File: src/rtl/alsu.sv
// alsu: registered 3-bit arithmetic/logic/shift unit with a 6-bit result.
// Stage 1 registers every operand and control input; stage 2 produces out
// and the invalid-operation LED bank from those registers.
// Optional feature macro: ALSU_INVALID_LEDS_EN (blinking LED bank on invalid ops).
module alsu #(
  parameter string INPUT_PRIORITY = "A",
  parameter string FULL_ADDER     = "ON"
) (
  input  logic        clk,
  input  logic        rst,
  input  logic [2:0]  A,
  input  logic [2:0]  B,
  input  logic        cin,
  input  logic        serial_in,
  input  logic        red_op_A,
  input  logic        red_op_B,
  input  logic [2:0]  opcode,
  input  logic        bypass_A,
  input  logic        bypass_B,
  input  logic        direction,
  output logic [15:0] leds,
  output logic [5:0]  out
);

  localparam bit PRI_A   = (INPUT_PRIORITY == "A");
  localparam bit ADD_CIN = (FULL_ADDER == "ON");

  logic [2:0] a_r, b_r, opcode_r;
  logic       cin_r, serial_r, red_a_r, red_b_r, bypass_a_r, bypass_b_r, dir_r;

  logic       invalid;
  logic [2:0] bypass_opnd, red_opnd;
  logic [5:0] out_nxt;

  // stage 1: capture all inputs every cycle
  always_ff @(posedge clk) begin
    if (!rst) begin
      a_r        <= '0;
      b_r        <= '0;
      opcode_r   <= '0;
      cin_r      <= 1'b0;
      serial_r   <= 1'b0;
      red_a_r    <= 1'b0;
      red_b_r    <= 1'b0;
      bypass_a_r <= 1'b0;
      bypass_b_r <= 1'b0;
      dir_r      <= 1'b0;
    end else begin
      a_r        <= A;
      b_r        <= B;
      opcode_r   <= opcode;
      cin_r      <= cin;
      serial_r   <= serial_in;
      red_a_r    <= red_op_A;
      red_b_r    <= red_op_B;
      bypass_a_r <= bypass_A;
      bypass_b_r <= bypass_B;
      dir_r      <= direction;
    end
  end

  // stage 2 next value: invalid beats bypass beats opcode
  always_comb begin
    out_nxt     = '0;
    invalid     = (opcode_r[2] && opcode_r[1]) ||
                  ((red_a_r || red_b_r) && (opcode_r > 3'd1));
    bypass_opnd = (bypass_a_r && (!bypass_b_r || PRI_A)) ? a_r : b_r;
    red_opnd    = (red_a_r && (!red_b_r || PRI_A)) ? a_r : b_r;
    if (invalid) begin
      out_nxt = '0;
    end else if (bypass_a_r || bypass_b_r) begin
      out_nxt = {3'b000, bypass_opnd};
    end else begin
      case (opcode_r)
        3'd0: begin
          if (red_a_r || red_b_r) out_nxt = {5'b0, &red_opnd};
          else                    out_nxt = {3'b000, a_r & b_r};
        end
        3'd1: begin
          if (red_a_r || red_b_r) out_nxt = {5'b0, ^red_opnd};
          else                    out_nxt = {3'b000, a_r ^ b_r};
        end
        3'd2: out_nxt = {3'b000, a_r} + {3'b000, b_r} + {5'b0, cin_r & ADD_CIN};
        3'd3: out_nxt = {3'b000, a_r} * {3'b000, b_r};
        3'd4: out_nxt = dir_r ? {out[4:0], serial_r} : {serial_r, out[5:1]};
        3'd5: out_nxt = dir_r ? {out[4:0], out[5]} : {out[0], out[5:1]};
        default: out_nxt = '0;
      endcase
    end
  end

  // stage 2: result register
  always_ff @(posedge clk) begin
    if (!rst) out <= '0;
    else      out <= out_nxt;
  end

`ifdef ALSU_INVALID_LEDS_EN
  logic [15:0] leds_r;

  // LED bank toggles all-on/all-off while the registered op is invalid
  always_ff @(posedge clk) begin
    if (!rst)         leds_r <= '0;
    else if (invalid) leds_r <= ~leds_r;
    else              leds_r <= '0;
  end

  assign leds = leds_r;
`else
  assign leds = 16'h0000;
`endif

endmodule

File: config.mk
export PLATFORM = sky130hd
export DESIGN_NAME = alsu
export DESIGN_NICKNAME = d
export VERILOG_FILES = /design/src/rtl/alsu.sv
export SDC_FILE = /design/constraint.sdc
export NUM_CORES = 1
export LEC_CHECK = 0
export ABC_AREA = 0
export BUFFER_PORTS_ARGS = -buffer_cell sky130_fd_sc_hd__buf_2
export CORE_AREA = 2 2 59 75
export CTS_CLUSTER_DIAMETER = 50
export DETAILED_ROUTE_END_ITERATION = 8
export DIE_AREA = 0 0 61 77
export GPL_TIMING_DRIVEN = 1
export PLACE_DENSITY_LB_ADDON = 0.1
export SETUP_SLACK_MARGIN = 0.02
export SLEW_MARGIN = 20
export SYNTH_ARGS = -nofsm -noshare
export SYNTH_HDL_FRONTEND = slang
export SYNTH_SLANG_ARGS = --single-unit
File: constraint.sdc
create_clock -name clk -period 6.5 [get_ports clk]
set_clock_uncertainty 0.2 [all_clocks]
set_input_delay 1.95 -clock clk [delete_from_list [all_inputs] [get_ports clk]]
set_output_delay 1.95 -clock clk [all_outputs]
set_load 0.01 [all_outputs]
==> results.yml <==
job:
  cap_violations: 0
timing:
  maxSlewHeadroom_pct: 63.32
  setup_viol: 0
  fin_setup_tns_ps: 0
  fin_crit_ps: 2920
  period_share_pct: 44.92
  rsz0062_at_grt: "false"
  slew_viol_final: 0
  fmax_mhz: 342.5
  hold_violations: 0
  tightest_slew_ps: 549.4
drt:
  wl_mm: 2.895
  vias: 1087
  drt-vias-per-instance: 4.665
  drtIter0Drc: 19
  route.detailed.drc: 0
  wire_per_inst_um: 12.42
  first_pass_iters: 5
  antenna_left: 0
finish:
  multi_input_area_um2: 905.9
  final_cell_mix: "buf_2, dfxtp_1, and2_1"
  fin_nets: 209
  antenna_cells: 0
  design_area_um2: 1609
  syn_to_final_growth_pct: 9.354
  final_common_cell: "buf_2"
  register_area_um2: 440.4
  fillers: 424
  drive_gt1_share_pct: 21.47
power_and_ir_drop:
  p_per_area_nw_per_um2: 188.5
  p_leak_uw: 0.0007623
  comb_power_share_pct: 17.2
  seqPwrFrac_pct: 50.4
  p_sw_share_pct: 26.87
  p_switching_uw: 81.51
  clkPwrFrac_pct: 32.4
  p_int_uw: 221.9
  vdd_drop_max_uv: 122.1
global_routing:
  grt_pass1_vias: 1059
  grt_pass1_wl_mm: 4.795
  gr-total-overflow: 0
  antenna_found_initial: 0
  track_usage_pct: 13.69
  grt_max_degree: 19
cts:
  cts_max_path_buffers: 2
  cts_buffers: 3
  cts_resized: 0
  clkLatencyLatePin_ps: 270
  cts_setup_buffers: 0
  htreeDepth: 1
  clkSlewWorstSetupHoldPaths_ps: 80
  holdBufCountCts: 0
  root_buffer: "clkbuf_8"
  cts_tree: "done"
  cts.sinks: 22
floorplan:
  die_area_um2: 4697
  rows: 26
  fp.coreArea_um2: 4001
  die_height_um: 77
  start_util_pct: 36.77
  die_w_um: 61
  io_pins: 40
synthesis:
  ys_seq_area_share_pct: 29.93
  ys_ff_latch: 22
  netlist_area_um2: 1471
  synth_cell_types: 40
  synth_edf_count: 0
  syn_area_per_cell_um2: 9.313
  ys.warnings.count: 0
  synthFlopType: "dfxtp_1"
  async_flop_share_pct: 0
  synthCells: 158
critical_path:
  path_class: "reg2out"
  crit_buf_inv: 1
  worstSetupEndpointType: "output port"
  crit_slowest_cell: "dfxtp_1"
  cp.arrival_ps: 770
  worst_setup_path_start_kind: "flop"
  crit_chain: "buf_2"
  slowest_delay_ps: 360
  critPathRequiredTime_ps: 4350
  critPathTopFamily: "flip-flops"
  cp_max_fo: 3
placement:
  placement.cell_area_um2: 1554
  gp_congestion: 0.8098
  hpwl_mm: 2.343
  portBuffers: 23
hold_path:
  worstHoldPathType: "reg2reg"
outcome:
  status: "completed"
-- per-layer routing --
| metal | track usage, % | vias to the layer above | share of wire (%) |
|---|---|---|---|
| met5 | 0 | - | 0 |
| met4 | 5.217 | 0 | 1.6 |
| met3 | 2.530 | 5 | 3.9 |
| met2 | 23.01 | 33 | 53 |
| met1 | 16.72 | 502 | 42 |
| li1 | - | 547 | - |
-- flip-flops by register name (all words and copies together) (netlist names) --
register / flops
red_b_r: 1
bypass_b_r: 1
out: 6
a_r: 3
serial_r: 1
b_r: 3
dir_r: 1
red_a_r: 1
opcode_r: 3
bypass_a_r: 1
cin_r: 1
-- final cells by class --
type,count,share of cell area (%)
clock buffer,4,3.421
tap,56,4.355
inverter,6,1.400
multi-input combinational,122,56.30
sequential,22,27.37
timing repair buffer,23,7.154
-- Yosys cell counts (3+ instances only) --
library cell	n	area, um^2
fa_1	4	80.08
o22ai_1	3	18.77
nor2_1	4	15.01
nand2_1	8	30.03
and2_1	20	125.1
mux2i_1	8	80.08
buf_4	17	127.6
and3_1	3	18.77
a21oi_1	6	30.03
xnor2_1	4	35.03
clkbuf_1	3	11.26
a21o_1	4	30.03
mux2_2	4	45.04
a211oi_1	3	22.52
dfxtp_1	22	440.4
o21ai_0	4	20.02
ha_1	9	112.6
inv_1	6	22.52
-- worst paths after layout --
kind                   start      to  slack (ps)  cells past startpoint
setup reg to reg      a_r[1]  out[3]        3810                      9
hold reg to reg   bypass_a_r  out[0]         430                      2
hold / removal    bypass_a_r  out[0]         430                      2
setup / recovery      out[5]  out[5]        3580                      1
-- per-stage QoR --
stage,std cells,hold WS (ps),setup slack (ps),utilization (%),total power [uW]
2_1_floorplan,173,337.6,3971,-,200.9
6_report,233,433.3,3580,40.21,303.4
5_1_grt,233,451.9,3522,40.21,323.2
3_5_place_dp,229,404.2,3623,38.84,208.4
4_1_cts,233,421.5,3571,40.21,307.2
3_3_place_gp,229,408.3,3672,38.84,207.7
-- power groups by stage --
stage / Clock (uW) / Combinational (uW) / Sequential, uW
floorplan: 0 / 50.6 / 150
global placement: 0 / 51.2 / 156
detailed placement: 0 / 52.1 / 156
CTS: 102 / 52.4 / 153
global route: 109 / 59.2 / 155
finish: 98.3 / 52.1 / 153
-- kinds of logic after synthesis --
logic type,synth area share (%)
AND/OR/NAND/NOR,19.39
multiplexers,8.503
buffers and inverters,12.33
other,0.2549
XOR/XNOR,2.381
adder cells (fa/ha/maj),13.86
flip-flops,29.93
AO/OA/AOI/OAI,13.35
Power figures use the tool's default switching activity.
